==> config.mk <==
export PLATFORM = sky130hd
export DESIGN_NAME = epcq_update_sequencer
export DESIGN_NICKNAME = d
export VERILOG_FILES = /design/src/rtl/epcq_seq_pkg.sv /design/src/rtl/epcq_page_buffer.sv /design/src/rtl/epcq_update_sequencer.sv
export SDC_FILE = /design/constraint.sdc
export NUM_CORES = 2
export LEC_CHECK = 0
export CAP_MARGIN = 30
export CORE_AREA = 8 8 507 509
export DETAILED_ROUTE_END_ITERATION = 7
export DIE_AREA = 0 0 515 517
export GPL_ROUTABILITY_DRIVEN = 0
export PLACE_DENSITY = 0.6
export SYNTH_ARGS = -nofsm -noshare
export SYNTH_HDL_FRONTEND = slang
export SYNTH_HIERARCHICAL = 1
export SYNTH_SLANG_ARGS = --single-unit
==> constraint.sdc <==
create_clock -name clkin -period 14.9 [get_ports clkin]
set_input_delay 4.47 -clock clkin [delete_from_list [all_inputs] [get_ports clkin]]
set_output_delay 4.47 -clock clkin [all_outputs]
set_load 0.01 [all_outputs]
==> src/rtl/epcq_seq_pkg.sv <==
// Shared types and constants for the EPCQ update command sequencer.
package epcq_seq_pkg;

  localparam int PAGE_DEPTH = 256;

  localparam logic [3:0] ST_IDLE      = 4'd0;
  localparam logic [3:0] ST_CHECK     = 4'd1;
  localparam logic [3:0] ST_ERASE     = 4'd2;
  localparam logic [3:0] ST_SHIFT     = 4'd3;
  localparam logic [3:0] ST_WRITE     = 4'd4;
  localparam logic [3:0] ST_READ      = 4'd5;
  localparam logic [3:0] ST_RDWAIT    = 4'd6;
  localparam logic [3:0] ST_WAIT_BUSY = 4'd7;
  localparam logic [3:0] ST_FIN       = 4'd8;

  typedef enum logic [1:0] {
    OP_ILLEGAL = 2'b00,
    OP_ERASE   = 2'b01,
    OP_PROGRAM = 2'b10,
    OP_READ    = 2'b11
  } op_e;

  typedef enum logic [2:0] {
    ERR_OK        = 3'd0,
    ERR_BAD_CMD   = 3'd1,
    ERR_PAGE_CROSS = 3'd2,
    ERR_ILL_ERASE = 3'd3,
    ERR_ILL_WRITE = 3'd4,
    ERR_TIMEOUT   = 3'd5
  } err_e;

  // True when a program of len bytes starting at page offset offs would spill into the next page.
  function automatic logic page_cross(input logic [7:0] offs, input logic [8:0] len,
                                      input logic [8:0] page_max);
    return ({2'b00, offs} + {1'b0, len}) > {1'b0, page_max};
  endfunction

endpackage

==> src/rtl/epcq_page_buffer.sv <==
// Page buffer: simple dual-port RAM with one write port and one registered read port.
module epcq_page_buffer #(
  parameter int DEPTH = 256,
  parameter int AW    = 8
) (
  input  logic          clk,
  input  logic          rst_n,
  input  logic          wr_en,
  input  logic [AW-1:0] wr_addr,
  input  logic [7:0]    wr_data,
  input  logic          rd_en,
  input  logic [AW-1:0] rd_addr,
  output logic [7:0]    rd_data
);

  logic [7:0] mem_q [DEPTH];
  logic [7:0] rd_data_q;
  logic [7:0] rd_data_d;

  // Storage array; contents are not reset.
  always_ff @(posedge clk) begin
    if (wr_en) begin
      mem_q[wr_addr] <= wr_data;
    end
  end

  // Read-data next value: only updates on a read so the last byte is held.
  always_comb begin
    if (rd_en) begin
      rd_data_d = mem_q[rd_addr];
    end else begin
      rd_data_d = rd_data_q;
    end
  end

  // Read-data register, cleared on reset so the flash datain bus idles at zero.
  always_ff @(posedge clk or negedge rst_n) begin
    if (!rst_n) begin
      rd_data_q <= 8'h00;
    end else begin
      rd_data_q <= rd_data_d;
    end
  end

  assign rd_data = rd_data_q;

endmodule

==> src/rtl/epcq_update_sequencer.sv <==
// Sequences erase/program/read commands onto the EPCQ flash IO block strobes.
module epcq_update_sequencer
  import epcq_seq_pkg::*;
#(
  parameter int PAGE_BYTES     = PAGE_DEPTH,
  parameter int TIMEOUT_CYCLES = 33554432,
  parameter int TO_W           = 26
) (
  input  logic        clkin,
  input  logic        reset_n,
  input  logic        cmd_valid,
  output logic        cmd_ready,
  input  logic [1:0]  cmd_op,
  input  logic [23:0] cmd_addr,
  input  logic [8:0]  cmd_len,
  input  logic        buf_wr_en,
  input  logic [7:0]  buf_wr_addr,
  input  logic [7:0]  buf_wr_data,
  output logic [7:0]  rd_data,
  output logic        rd_data_valid,
  output logic        done,
  output logic        err,
  output logic [2:0]  err_code,
  output logic [23:0] epcq_addr,
  output logic [7:0]  epcq_datain,
  output logic        epcq_shift_bytes,
  output logic        epcq_wren,
  output logic        epcq_write,
  output logic        epcq_sector_erase,
  output logic        epcq_bulk_erase,
  output logic        epcq_read,
  output logic        epcq_rden,
  output logic        epcq_reset,
  input  logic        epcq_busy,
  input  logic        epcq_data_valid,
  input  logic [7:0]  epcq_dataout,
  input  logic        epcq_illegal_erase,
  input  logic        epcq_illegal_write
);

  localparam logic [8:0]      LEN_MAX = 9'(PAGE_BYTES);
  localparam logic [TO_W-1:0] TO_LAST = TO_W'(TIMEOUT_CYCLES - 1);
  localparam logic [TO_W-1:0] TO_ONE  = {{(TO_W-1){1'b0}}, 1'b1};
  localparam logic [TO_W-1:0] TO_ZERO = {TO_W{1'b0}};

  logic [3:0]      state_q, state_d;
  op_e             op_q, op_d;
  logic [23:0]     addr_q, addr_d;
  logic [8:0]      len_q, len_d;
  logic [8:0]      cnt_q, cnt_d;
  logic [TO_W-1:0] to_q, to_d;
  err_e            code_q, code_d;

  logic        cmd_ready_q, cmd_ready_d;
  logic [7:0]  rd_data_q, rd_data_d;
  logic        rd_valid_q, rd_valid_d;
  logic        done_q, done_d;
  logic        err_q, err_d;
  logic [2:0]  err_code_q, err_code_d;
  logic [23:0] epcq_addr_q, epcq_addr_d;
  logic        wren_q, wren_d, shift_q, shift_d, write_q, write_d;
  logic        erase_q, erase_d, read_q, read_d, rden_q, rden_d, fl_reset_q, fl_reset_d;

  logic        accept_s;
  logic        buf_rd_en_s;
  logic [7:0]  buf_rd_addr_s;

  assign accept_s = (state_q == ST_IDLE) && cmd_valid;

  // Command FSM and its bookkeeping counters.
  always_comb begin
    state_d    = state_q;
    op_d       = op_q;
    addr_d     = addr_q;
    len_d      = len_q;
    cnt_d      = cnt_q;
    to_d       = to_q;
    code_d     = code_q;
    rd_valid_d = 1'b0;
    rd_data_d  = rd_data_q;
    fl_reset_d = 1'b0;
    case (state_q)
      ST_IDLE: begin
        if (cmd_valid) begin
          op_d    = op_e'(cmd_op);
          addr_d  = cmd_addr;
          len_d   = cmd_len;
          code_d  = ERR_OK;
          state_d = ST_CHECK;
        end else begin
          state_d = ST_IDLE;
        end
        cnt_d = 9'd0;
        to_d  = TO_ZERO;
      end
      ST_CHECK: begin
        if ((op_q == OP_ILLEGAL) ||
            ((op_q != OP_ERASE) && ((len_q == 9'd0) || (len_q > LEN_MAX)))) begin
          code_d  = ERR_BAD_CMD;
          state_d = ST_FIN;
        end else if ((op_q == OP_PROGRAM) && page_cross(addr_q[7:0], len_q, LEN_MAX)) begin
          code_d  = ERR_PAGE_CROSS;
          state_d = ST_FIN;
        end else if (op_q == OP_ERASE) begin
          state_d = ST_ERASE;
        end else if (op_q == OP_PROGRAM) begin
          state_d = ST_SHIFT;
        end else begin
          state_d = ST_READ;
        end
      end
      ST_ERASE:  state_d = ST_WAIT_BUSY;
      ST_SHIFT: begin
        if (cnt_q == (len_q - 9'd1)) begin
          state_d = ST_WRITE;
        end else begin
          cnt_d = cnt_q + 9'd1;
        end
      end
      ST_WRITE:  state_d = ST_WAIT_BUSY;
      ST_READ: begin
        cnt_d   = 9'd0;
        state_d = ST_RDWAIT;
      end
      ST_RDWAIT: begin
        if (epcq_data_valid && (cnt_q < len_q)) begin
          rd_valid_d = 1'b1;
          rd_data_d  = epcq_dataout;
          cnt_d      = cnt_q + 9'd1;
          if ((cnt_q + 9'd1) == len_q) begin
            state_d = ST_WAIT_BUSY;
          end else begin
            state_d = ST_RDWAIT;
          end
        end else begin
          state_d = ST_RDWAIT;
        end
      end
      ST_WAIT_BUSY: begin
        to_d = to_q + TO_ONE;
        if ((code_q == ERR_OK) && epcq_illegal_erase) begin
          code_d = ERR_ILL_ERASE;
        end else if ((code_q == ERR_OK) && epcq_illegal_write) begin
          code_d = ERR_ILL_WRITE;
        end else begin
          code_d = code_q;
        end
        // The first cycle is skipped: the IO block needs a cycle to raise busy.
        if (to_q == TO_LAST) begin
          code_d     = ERR_TIMEOUT;
          fl_reset_d = 1'b1;
          state_d    = ST_FIN;
        end else if ((to_q != TO_ZERO) && !epcq_busy) begin
          state_d = ST_FIN;
        end else begin
          state_d = ST_WAIT_BUSY;
        end
      end
      ST_FIN:    state_d = ST_IDLE;
      default:   state_d = ST_IDLE;
    endcase
  end

  // Output strobes decoded from the next state so every output comes straight from a flop.
  always_comb begin
    cmd_ready_d = (state_d == ST_IDLE);
    wren_d      = (state_d == ST_ERASE) || (state_d == ST_SHIFT) || (state_d == ST_WRITE);
    erase_d     = (state_d == ST_ERASE);
    shift_d     = (state_d == ST_SHIFT);
    write_d     = (state_d == ST_WRITE);
    read_d      = (state_d == ST_READ);
    rden_d      = (state_d == ST_READ) || (state_d == ST_RDWAIT);
    done_d      = (state_d == ST_FIN);
    if ((state_d == ST_IDLE) || (state_d == ST_CHECK) || (state_d == ST_FIN)) begin
      epcq_addr_d = 24'h000000;
    end else begin
      epcq_addr_d = addr_q;
    end
    if (state_d == ST_FIN) begin
      err_d      = (code_d != ERR_OK);
      err_code_d = code_d;
    end else if (accept_s) begin
      err_d      = 1'b0;
      err_code_d = 3'd0;
    end else begin
      err_d      = err_q;
      err_code_d = err_code_q;
    end
    buf_rd_en_s   = (state_d == ST_SHIFT);
    buf_rd_addr_s = addr_q[7:0] + cnt_d[7:0];
  end

  // State, command context and registered outputs.
  always_ff @(posedge clkin or negedge reset_n) begin
    if (!reset_n) begin
      state_q     <= ST_IDLE;
      op_q        <= OP_ILLEGAL;
      addr_q      <= 24'h000000;
      len_q       <= 9'd0;
      cnt_q       <= 9'd0;
      to_q        <= TO_ZERO;
      code_q      <= ERR_OK;
      cmd_ready_q <= 1'b1;
      rd_data_q   <= 8'h00;
      rd_valid_q  <= 1'b0;
      done_q      <= 1'b0;
      err_q       <= 1'b0;
      err_code_q  <= 3'd0;
      epcq_addr_q <= 24'h000000;
      wren_q      <= 1'b0;
      shift_q     <= 1'b0;
      write_q     <= 1'b0;
      erase_q     <= 1'b0;
      read_q      <= 1'b0;
      rden_q      <= 1'b0;
      fl_reset_q  <= 1'b0;
    end else begin
      state_q     <= state_d;
      op_q        <= op_d;
      addr_q      <= addr_d;
      len_q       <= len_d;
      cnt_q       <= cnt_d;
      to_q        <= to_d;
      code_q      <= code_d;
      cmd_ready_q <= cmd_ready_d;
      rd_data_q   <= rd_data_d;
      rd_valid_q  <= rd_valid_d;
      done_q      <= done_d;
      err_q       <= err_d;
      err_code_q  <= err_code_d;
      epcq_addr_q <= epcq_addr_d;
      wren_q      <= wren_d;
      shift_q     <= shift_d;
      write_q     <= write_d;
      erase_q     <= erase_d;
      read_q      <= read_d;
      rden_q      <= rden_d;
      fl_reset_q  <= fl_reset_d;
    end
  end

  epcq_page_buffer #(
    .DEPTH (PAGE_BYTES),
    .AW    (8)
  ) u_page_buffer (
    .clk     (clkin),
    .rst_n   (reset_n),
    .wr_en   (buf_wr_en && (state_q == ST_IDLE)),
    .wr_addr (buf_wr_addr),
    .wr_data (buf_wr_data),
    .rd_en   (buf_rd_en_s),
    .rd_addr (buf_rd_addr_s),
    .rd_data (epcq_datain)
  );

  assign cmd_ready         = cmd_ready_q;
  assign rd_data           = rd_data_q;
  assign rd_data_valid     = rd_valid_q;
  assign done              = done_q;
  assign err               = err_q;
  assign err_code          = err_code_q;
  assign epcq_addr         = epcq_addr_q;
  assign epcq_shift_bytes  = shift_q;
  assign epcq_wren         = wren_q;
  assign epcq_write        = write_q;
  assign epcq_sector_erase = erase_q;
  assign epcq_bulk_erase   = 1'b0;
  assign epcq_read         = read_q;
  assign epcq_rden         = rden_q;
  assign epcq_reset        = fl_reset_q;

endmodule

==> out/qor.yml <==
global_route:
  antenna_found_initial: 5
  met2_usage_pct: 26.9
  grt_max_degree: 128
  busiest_layer: "met2"
  grt_pass1_wl_um: 339000
  grtUsageMet3_pct: 3.86
  track_usage_pct: 17.5
  gr-usage-met1_pct: 24.2
  grt_remaining_overflow: 0
  grt_pass1_vias: 44843
final_layout:
  fill_cells: 22303
  layout_commonest_cell: "edfxtp_1"
  syn2layout_area_growth_pct: 13.8
  seq_area_mm2: 0.0648
  fin_nets: 4761
  multi_input_area_mm2: 0.0203
  final_layout_size_suffix_gt1_share_pct: 19.8
  mostFrequentLayoutCells: "edfxtp_1, mux4_2, nor2_1, clkbuf_16, mux2i_1"
synth:
  ys_types: 92
  avgSynthCellArea_um2: 19.3
  synth_edf_count: 2048
  ys.flop_type: "edfxtp_1"
  synth_area_mm2: 0.0867
  syn_nets: 4588
  yosys.area.top_type: "edfxtp_1"
  synthTopCellsByArea: "edfxtp_1, mux4_2, dfrtp_1"
  seq_area_frac_synth_pct: 74.7
  ys_ff_latch: 2179
  async_reset_ff_share_pct: 6.01
  synth_cells: 4489
  synth_top_area_share_pct: 70.9
  yosys_warnings: 6
hold_path:
  hold_depth: 1
  hp-start: "addr_q[9]"
  min_delay_worst_endpoint: "epcq_addr[9]"
  hp-class: "reg -> reg"
sta:
  fin_skew_ns: 0.0815
  rsz0062_at_grt: "false"
  fmax_mhz: 93.4
  drv_slew: 0
  setup_tns_ns: 0
  min_period_ns: 10.71
  maxSlewHeadroom_pct: 29.4
  fin_crit_sh_pct: 71.9
  setup_viol: 0
  worst_pin_slew_ns: 1.06
  hold_viol: 0
die:
  start_util_pct: 34.8
  core_area_mm2: 0.250
  num_rows: 184
  dieHeight_um: 517
  die_w_um: 515
  ios: 122
  die-area_mm2: 0.266
setup_path:
  cp.required_ns: 15.68
  worst_path_most_repeated_cell: "o21ai_0"
  cp_data_arrival_time_ns: 11.48
  cpMaxStageDelayCell: "a2111oi_0"
  cp_max_fo: 23
  critPathLaunchType: "primary input"
  reg2reg_depth: 22
  r2r_setup_slack_ns: 6.90
  r2r-start: "len_q[1]"
  crit_type: "in -> reg"
  r2r-end: "u_page_buffer/rd_data[0]"
  critPathMaxStageDelay_ns: 0.87
  cp-end-kind: "flip-flop"
clock_network:
  cts-root-buf: "clkbuf_16"
  clkTransAtPathRegs_ns: 0.06
  cts_buffer_depth: 3
  cts_setup_buffers: 0
  cts-htree-levels: 4
  cts_buffers: 217
  ctsHoldBuffers: 0
  clkSinkCount: 2179
  cts_tree: "yes"
  clock_latency_ns: 0.87
  cts_resized: 0
drt:
  wire_per_inst_um: 29.2
  num_vias: 46082
  dr.first_iter.drc_count: 6214
  wl_um: 240000
  drcViolationCount: 0
  antenna_left: 0
  drt_pre_antenna_iters: 7
  vias_per_cell: 5.62
placement:
  portBuffers: 120
  dp_hpwl_um: 150000
outcome:
  status: "finished clean"
flow_run:
  maxCapViolCount: 0
==> cell families (layout without fill, tap and decap cells) <==
group,count (synthesis),count (layout),synth area share (%)
adder cells (fa/ha/maj),32,32,0.479
other,1,2,0.00432
buffers and inverters,309,667,2.12
XOR/XNOR,27,27,0.273
AO/OA/AOI/OAI,483,483,3.86
AND/OR/NAND/NOR,774,774,4.17
flip-flops,2179,2179,74.7
multiplexers,684,684,14.4
==> registers in the layout (all words and copies together), names as in the netlist, 2 cells and up <==
name,cells
to_q,26
err_code,3
op_q,2
addr_q,24
u_page_buffer/mem_q,2048
state_q,4
rd_data,8
code_q,3
epcq_addr,24
cnt_q,9
u_page_buffer/rd_data,8
len_q,9
==> metal layers <==
metal / wire length, um / vias to the layer above
li1: - / 18746
met1: 96800 / 24381
met2: 109000 / 2451
met3: 23600 / 496
met4: 10700 / 8
met5: 53 / -
==> worst max-delay path, delay by kind of cell <==
kind / cells / cell delay (ns)
AOI/OAI and AO/OA: 11 / 3.10
and+or+nand+nor: 9 / 1.98
buffers and inverters: 4 / 1.43
adders and majority gates: 1 / 0.34
xor gates and xnor gates: 1 / 0.14
==> cell usage after synthesis, types with 16 or more instances <==
cell type,count
a221oi_1,16
ha_1,30
nor3_1,55
dfrtp_1,130
buf_6,49
mux2_2,55
nor4_1,17
a31oi_1,23
buf_4,21
o22ai_1,79
nand3_1,85
nor2b_1,19
a22oi_1,54
o221ai_1,35
buf_2,66
nand4_1,33
mux4_2,443
nand2_1,124
o211ai_1,16
mux2i_1,183
nor2_1,327
clkbuf_1,111
inv_1,39
edfxtp_1,2048
a21oi_1,56
a211oi_1,28
and2_1,36
o21ai_0,73
==> per-stage QoR <==
stage               instances  setup slack, ns  utilization, %  cell area (um2)  hold WS, ns
finish                   8196             4.19            39.6            98700        0.473
global route             8195             4.02            39.6            98700        0.483
CTS                      8188             4.51            39.5            98600        0.476
detailed placement       7784             3.65            36.7            91600        0.460
global placement         7770             3.58            36.6            91300        0.453
floorplan                4489             5.96               -            86700        0.447
==> worst max-delay path by stage <==
stage | start | endpoint
after global routing | epcq_data_valid | u_page_buffer/rd_data[5]
after CTS | epcq_data_valid | u_page_buffer/rd_data[5]
after floorplan | epcq_data_valid | u_page_buffer/rd_data[5]
after detailed placement | epcq_data_valid | u_page_buffer/rd_data[2]
after global placement | epcq_data_valid | u_page_buffer/rd_data[5]
final | epcq_data_valid | u_page_buffer/rd_data[5]
==> layout make-up <==
| class | count | share of cell area [%] |
|---|---|---|
| sequential | 2179 | 65.6 |
| multi-input combinational | 2001 | 20.5 |
| clock buffer | 280 | 5.84 |
| tap | 3348 | 4.24 |
| timing repair buffer | 221 | 2.32 |
| clock inverter | 124 | 1.27 |
| inverter | 42 | 0.169 |
| antenna | 1 | 0.00254 |
Power is not shown: default switching activity piles up to over one toggle a cycle in this logic, so the estimate is an artifact.
